==> config.mk <==
export PLATFORM = sky130hd
export DESIGN_NAME = down_counter_divider_flat
export DESIGN_NICKNAME = d
export VERILOG_FILES = /design/src/rtl/down_counter_divider_if.sv /design/src/rtl/down_counter_divider.sv /design/src/flat_wrapper.sv
export SDC_FILE = /design/constraint.sdc
export NUM_CORES = 1
export LEC_CHECK = 0
export CAP_MARGIN = 20
export CORE_UTILIZATION = 40
export CTS_CLUSTER_DIAMETER = 150
export DETAILED_ROUTE_END_ITERATION = 10
export PLACE_DENSITY = 0.68
export SKIP_CTS_REPAIR_TIMING = 1
export SLEW_MARGIN = 20
export SYNTH_ARGS = -nofsm -noshare
export SYNTH_HDL_FRONTEND = slang
export SYNTH_SLANG_ARGS = --single-unit
==> constraint.sdc <==
create_clock -name clk -period 1.8 [get_ports clk]
set_input_delay 0.18 -clock clk [delete_from_list [all_inputs] [get_ports clk]]
set_output_delay 0.18 -clock clk [all_outputs]
set_load 0.01 [all_outputs]
==> src/rtl/down_counter_divider_if.sv <==
// rtl/down_counter_divider_if.sv - control/status bundle for the loadable down-counter divider
interface down_counter_divider_if #(
  parameter int WIDTH = 4
);
  logic             load;
  logic [WIDTH-1:0] load_val;
  logic             en;
  logic             mode;
  logic [WIDTH-1:0] cnt;
  logic             tc;
  logic             busy;

  modport master (
    output load, load_val, en, mode,
    input  cnt, tc, busy
  );

  modport slave (
    input  load, load_val, en, mode,
    output cnt, tc, busy
  );
endinterface

==> src/rtl/down_counter_divider.sv <==
// rtl/down_counter_divider.sv - loadable down-counter emitting a terminal-count tick every N enabled cycles
module down_counter_divider #(
  parameter int WIDTH = 4
) (
  input  logic                  clk,
  input  logic                  rst,
  down_counter_divider_if.slave bus
);

  typedef enum logic {
    IDLE = 1'b0,
    RUN  = 1'b1
  } state_t;

  state_t           state_q, state_d;
  logic [WIDTH-1:0] cnt_q, cnt_d;
  logic [WIDTH-1:0] reload_q, reload_d;
  logic             tc_q, tc_d;
  logic             busy_q, busy_d;

  always_comb begin
    state_d  = state_q;
    cnt_d    = cnt_q;
    reload_d = reload_q;
    tc_d     = 1'b0;

    if (bus.load) begin
      // A load always restarts; a zero ratio parks the counter without ever ticking.
      cnt_d    = bus.load_val;
      reload_d = bus.load_val;
      state_d  = (bus.load_val != '0) ? RUN : IDLE;
    end else if (state_q == RUN && bus.en) begin
      if (cnt_q > WIDTH'(1)) begin
        cnt_d = cnt_q - WIDTH'(1);
      end else if (cnt_q == WIDTH'(1)) begin
        tc_d = 1'b1;
        if (bus.mode) begin
          cnt_d = reload_q;
        end else begin
          cnt_d   = '0;
          state_d = IDLE;
        end
      end else begin
        state_d = IDLE;
      end
    end

    busy_d = (state_d == RUN);
  end

  always_ff @(posedge clk) begin
    if (rst) begin
      state_q  <= IDLE;
      cnt_q    <= '0;
      reload_q <= '0;
      tc_q     <= 1'b0;
      busy_q   <= 1'b0;
    end else begin
      state_q  <= state_d;
      cnt_q    <= cnt_d;
      reload_q <= reload_d;
      tc_q     <= tc_d;
      busy_q   <= busy_d;
    end
  end

  assign bus.cnt  = cnt_q;
  assign bus.tc   = tc_q;
  assign bus.busy = busy_q;

endmodule
==> src/flat_wrapper.sv <==
// flat-port wrapper written by rule: the top's interface ports become plain ports
module down_counter_divider_flat 
#(
  parameter int WIDTH = 4
)
  (clk, rst, bus_load, bus_load_val, bus_en, bus_mode, bus_cnt, bus_tc, bus_busy);
  down_counter_divider_if #(.WIDTH(WIDTH)) bus_i ();
  input  logic clk;
  input  logic rst;
  input wire logic [$bits(bus_i.load)-1:0] bus_load;
  input wire logic [$bits(bus_i.load_val)-1:0] bus_load_val;
  input wire logic [$bits(bus_i.en)-1:0] bus_en;
  input wire logic [$bits(bus_i.mode)-1:0] bus_mode;
  output wire logic [$bits(bus_i.cnt)-1:0] bus_cnt;
  output wire logic [$bits(bus_i.tc)-1:0] bus_tc;
  output wire logic [$bits(bus_i.busy)-1:0] bus_busy;
  assign bus_i.load = bus_load;
  assign bus_i.load_val = bus_load_val;
  assign bus_i.en = bus_en;
  assign bus_i.mode = bus_mode;
  assign bus_cnt = bus_i.cnt;
  assign bus_tc = bus_i.tc;
  assign bus_busy = bus_i.busy;
  down_counter_divider #(.WIDTH(WIDTH)) u_core (.clk(clk), .rst(rst), .bus(bus_i));
endmodule
==> reports/results.tsv, run 1 <==
metric	value	unit
outcome	complete, no violations	
finClkSkew	0.00321	ns
critPathKind	flip-flop to flip-flop	
power	546	uW
overflow	0	
ant_nets	0	
fin_crit	1.70	ns
wirelength	1.42	mm
antenna_found_initial	0	
drcViolationCount	0	
dp_hpwl	1.04	mm
synth_seq_area_share	35.6	%
core_area	1300	um2
power_density	713	nW/um2
layout_commonest_cell	clkdlybuf4s50_1	
gp_congestion	0.821	
wire_per_inst	13.9	um
final_cell_count_no_fill	102	
max-vdd-ir-drop	443	uV
crit_path_start_kind	flip-flop	
yosysWarnings	0	
port-buffer-count	14	
rsz0062_at_grt	no	
insertion_delay	0.26	ns
dieArea	1560	um2
synth.avg_cell_area	8.26	um2
die_w	39.5	um
finalSetupViolations	0	
start_util	43.2	%
vias_per_cell	5.79	
cts_max_level	1	
hold_viol	0	
fill_cells	149	
cpLargestDelayFamily	simple AND/OR/NAND/NOR gates	
synthCells	68	
leakagePower	0.000294	uW
crit_path_end_kind	flip-flop	
path_buf_inv	1	
setup_tns	0	ns
syn_area	562	um2
synth_seq_cells	10	
track_usage	21.8	%
tightest_slew	0.423	ns
cap_viol_max_count	0	
fmax	0.589	GHz
die_y	39.5	um
vias	591	
fin_nets	100	
hp-class	flip-flop to flip-flop	
grt_pass1_vias	503	
cts_buffer_depth	2	
mostFrequentLayoutCells	clkdlybuf4s50_1 (14), nand2_1 (9), dfxtp_1 (9)	
synth_top_area_cell	dfxtp_1	
crit_chain	inv_1 -> ha_1 -> or4b_4 -> nor4b_1 -> a31oi_1 -> a211oi_2	
first_pass_iters	5	
dp.cells	99	
finalMaxSlewViolations	0	
worstPathArrival	1.84	ns
synth_fp_nets	79	
cts_tree	done	
clk_pin_slew	0.07	ns
dp_slack	0.0838	ns
diodes	0	
max_stage_delay	0.50	ns
slowest_stage	or4b_4	
grt_pass1_wl	2.25	mm
reg2reg_slack	0.10	ns
area_delta_synth_final	36.3	%
io_pins	15	
initialDrtViolationCount	16	
worst_slack	0.103	ns
synth_area_leaders	dfxtp_1 (36%), nand2_1 (6.0%), a21oi_1 (5.3%), mux2i_1 (5.3%), ha_1 (4.5%)	
clock_sinks	10	
crit_required	1.94	ns
drive_gt1_share	11.5	%
post_dp_cell_area	742	um2
fin_area	766	um2
finalCritPeriodShare	94.3	%
grt_max_degree	12	
maxSlewHeadroom	71.7	%
cts-root-buf	clkbuf_4	
numCtsBuffers	3	
synth_cell_types	30	
rows	13	
critPathMaxFanout	3	
synth_top_area_share	35.6	%
[sequential cells by signal, summed over array words and instances, names as in the netlist]
| name | flops |
|---|---|
| u_core.bus.cnt | 4 |
| u_core.reload_q | 4 |
| u_core.state_q | 1 |
| u_core.bus.tc | 1 |
[worst paths after layout]
check | cells after the start | from | endpoint
setup / recovery | 6 | u_core.bus.cnt[1] | u_core.bus.cnt[0]
hold / removal | 2 | u_core.reload_q[0] | u_core.reload_q[0]
setup reg to reg | 6 | u_core.bus.cnt[1] | u_core.bus.cnt[0]
hold reg to reg | 2 | u_core.reload_q[0] | u_core.reload_q[0]
[synth_stat cells]
library cell	number
o21ai_0	1
nand4_1	1
mux2i_1	3
or2b_1	1
buf_2	1
nor2_1	6
ha_1	2
o311ai_0	1
a211oi_2	1
inv_1	4
and3_1	1
o31ai_1	1
o22ai_1	2
nand2_1	9
a31oi_1	1
a32oi_1	1
and3b_1	1
nor3_1	2
nand3b_1	1
o41ai_1	1
o211ai_1	2
a222oi_1	1
dfxtp_1	10
clkbuf_1	1
nor4b_1	1
a211o_1	1
a21oi_1	6
nand3_1	3
a221oi_1	1
or4b_4	1
[cell type report]
cell class | instances | area [um2] | share of cell area, %
clock buffers | 3 | 22.5 | 2.94
inverters | 4 | 15.0 | 1.96
multi-input cells | 52 | 338 | 44.1
flip-flops and latches | 10 | 201 | 26.3
well taps | 15 | 18.8 | 2.45
repair buffers | 18 | 170 | 22.2
[stage by stage]
step,util [%],hold slack (ns)
finish,58.8,0.473
floorplan,-,0.327
CTS,58.8,0.469
detailed placement,57.0,0.460
global route,58.8,0.507
global placement,57.0,0.456
[worst register-to-register path, stage by stage, from the launching register on]
cell      delay, ns
dfxtp_2        0.34
inv_1          0.08
ha_1           0.21
or4b_4         0.50
nor4b_1        0.16
a31oi_1        0.20
a211oi_2       0.09
[cells by family after synthesis]
family	Yosys count	synth area share [%]
and+or+nand+nor	27	24.9
muxes	3	5.35
DFF	10	35.6
adders and majority gates	2	4.45
AOI/OAI and AO/OA	20	25.4
buffers and inverters	6	4.23
[report_power, final]
part / switching, uW / internal (uW) / total, uW
clock: 77.9 / 77.2 / 155
combinational: 65.3 / 75.0 / 140
sequential: 15.9 / 235 / 251
total: 159 / 387 / 546
[routing by layer]
layer / track usage (%) / part of all wire [%] / vias up
li1: - / - / 296
met1: 28.0 / 48 / 275
met2: 34.8 / 46 / 16
met3: 5.11 / 4.9 / 4
met4: 7.76 / 1.1 / 0
met5: 0 / 0 / -
Note: power is estimated with default switching activity, not from simulation.
==> run 2, diff against run 1 <==
- ABC_AREA: not set -> 1
- CTS_CLUSTER_DIAMETER: 150 -> 40
- PLACE_DENSITY: 0.68 -> 0.67
==> run 2 against run 1 <==
Against the previous run:
- register-to-register slack better by 0.23 ns
- die area up 6.1%
- clock power grew 37%
- design area is 3.6% higher
- via count is 3.4% higher
- largest power group unchanged
- highest routed layer unchanged
==> reports/results.tsv, run 2 <==
metric	value	unit
rsz0062_at_grt	no	
crit_path_start_kind	flip-flop	
io_pins	15	
synth_top_family_by_area	simple AND/OR/NAND/NOR gates	
hold_viol	0	
hp-class	flip-flop to flip-flop	
synth_compound_area_share	10.0	%
clk_pin_slew	0.08	ns
grt_max_degree	8	
track_usage	21.0	%
reg2reg_slack	0.33	ns
final_core_util	58.8	%
synth-simple-area-share	39.7	%
synth.avg_cell_area	6.57	um2
crit_chain	clkdlybuf4s50_1	
synth_area_leaders	dfxtp_1 (33%), nand2_1 (16%), nand3_1 (13%), inv_1 (9.4%), ha_1 (4.2%)	
grt_pass1_wl	2.19	mm
leakagePower	0.000377	uW
fmax	0.668	GHz
crit_path_end_kind	output port	
initialDrtViolationCount	14	
finClkSkew	0.00762	ns
wire_per_inst	11.2	um
yosys_most_used_dff	dfxtp_1	
clock_sinks	10	
synthCells	91	
cpLargestDelayFamily	buffers and inverters	
synth_top_area_share	33.5	%
finalSetupViolations	0	
wirelength	1.39	mm
yosys.area_share.adder	4.18	%
async_flop_share	0	%
synth_seq_cells	10	
overflow	0	
grt_pass1_vias	494	
max_stage_delay	0.58	ns
vias	611	
synth_seq_area_share	33.5	%
yosysWarnings	0	
die_y	40.7	um
critPathMaxFanout	5	
layout_commonest_cell	nand2_1	
outcome	complete, no violations	
insertion_delay	0.28	ns
drive_gt1_share	11.0	%
diodes	0	
rows	13	
min_to	u_core.reload_q[2]	
path_buf_inv	1	
synthTopCellsByCount	nand2_1 (26), inv_1 (15), nand3_1 (15)	
dp.cells	120	
r2r-start	u_core.bus.cnt[0]	
finalMaxSlewViolations	0	
worstRegToRegCells	7	
dieArea	1650	um2
power	654	uW
synth_top_area_cell	dfxtp_1	
min-delay-start	u_core.reload_q[2]	
fin_nets	121	
vias_per_cell	4.93	
cts_buffer_depth	2	
power_density	824	nW/um2
dp_hpwl	1.09	mm
ant_nets	0	
gp_congestion	0.772	
antenna_found_initial	0	
die_w	40.7	um
final_cell_count_no_fill	124	
drcViolationCount	0	
start_util	44.3	%
port-buffer-count	14	
finalCritPeriodShare	83.2	%
setup_tns	0	ns
cts-root-buf	clkbuf_4	
fin_crit	1.50	ns
numCtsBuffers	3	
synth_edf_count	0	
area_delta_synth_final	32.6	%
timing.rr.end	u_core.bus.cnt[1]	
core_area	1350	um2
worstPathArrival	1.32	ns
synth_fp_nets	102	
cts_tree	done	
cts_max_level	1	
critPathKind	flip-flop to output port	
synth_cell_types	18	
mostFrequentLayoutCells	nand2_1 (26), inv_1 (15), nand3_1 (15)	
synthXorXnorAreaFrac	1.46	%
first_pass_iters	4	
maxSlewHeadroom	82.4	%
tightest_slew	0.263	ns
slowest_stage	clkdlybuf4s50_1	
fin_area	793	um2
syn_area	598	um2
muxShareOfSynthArea	0	%
post_dp_cell_area	757	um2
max-vdd-ir-drop	383	uV
synth.most_common_cell	nand2_1	
cap_viol_max_count	0	
crit_required	1.62	ns
min_path_cells	2	
-- run 2: cell count changes after synthesis, moves of 2 or more --
cell and change:
inv_1 +11, mux2i_1 -3, o21ai_0 +3, o22ai_1 -2, nand2_1 +17, a21oi_1 -3
o211ai_1 -2, nand3_1 +12
-- run 2: cells by family (layout without fill, tap and decap cells) --
kind of cell,after synthesis,count (layout)
compound gates,9,9
xor+xnor,1,1
fa+ha+maj,2,2
buf+inv,17,35
flops,10,10
simple gates,52,52
-- run 2: layout make-up --
type | instances | area (um2)
Fill cell | 135 | 557
Clock buffer | 4 | 36.3
Tap cell | 15 | 18.8
Inverter | 17 | 66.3
Timing Repair Buffer | 14 | 140
Sequential cell | 10 | 200
Multi-Input combinational cell | 64 | 332
-- run 2: report_power, final --
group / total [uW] / internal [uW] / switching [uW]
clock: 213 / 123 / 89.9
sequential: 253 / 237 / 15.7
combinational: 188 / 82.3 / 106
-- run 2: worst max path at each step --
stage,startpoint,slack (ns),cells after the start,end
after floorplan,u_core.bus.cnt[0],0.44,8,u_core.bus.cnt[2]
after global placement,u_core.bus.cnt[0],0.33,7,u_core.bus.cnt[0]
after detailed placement,u_core.bus.cnt[0],0.35,7,u_core.bus.cnt[1]
after CTS,u_core.bus.cnt[2],0.29,1,bus_cnt[2]
after global routing,u_core.bus.cnt[0],0.18,7,u_core.bus.cnt[1]
final,u_core.bus.cnt[2],0.30,1,bus_cnt[2]
-- run 2: metal layers --
layer / track usage [%] / wire length [um] / share of wire [%] / vias to the layer above
li1: - / - / - / 324
met1: 29.6 / 698 / 50 / 264
met2: 28.2 / 588 / 42 / 18
met3: 5.43 / 62 / 4.5 / 5
met4: 12.5 / 36 / 2.6 / 0
met5: 0 / 0 / 0 / -
-- run 2: through the flow --
stage,setup slack (ns),hold WS [ns]
6_report,0.302,0.453
2_1_floorplan,0.438,0.249
3_5_place_dp,0.350,0.444
3_3_place_gp,0.330,0.432
4_1_cts,0.291,0.457
5_1_grt,0.180,0.479
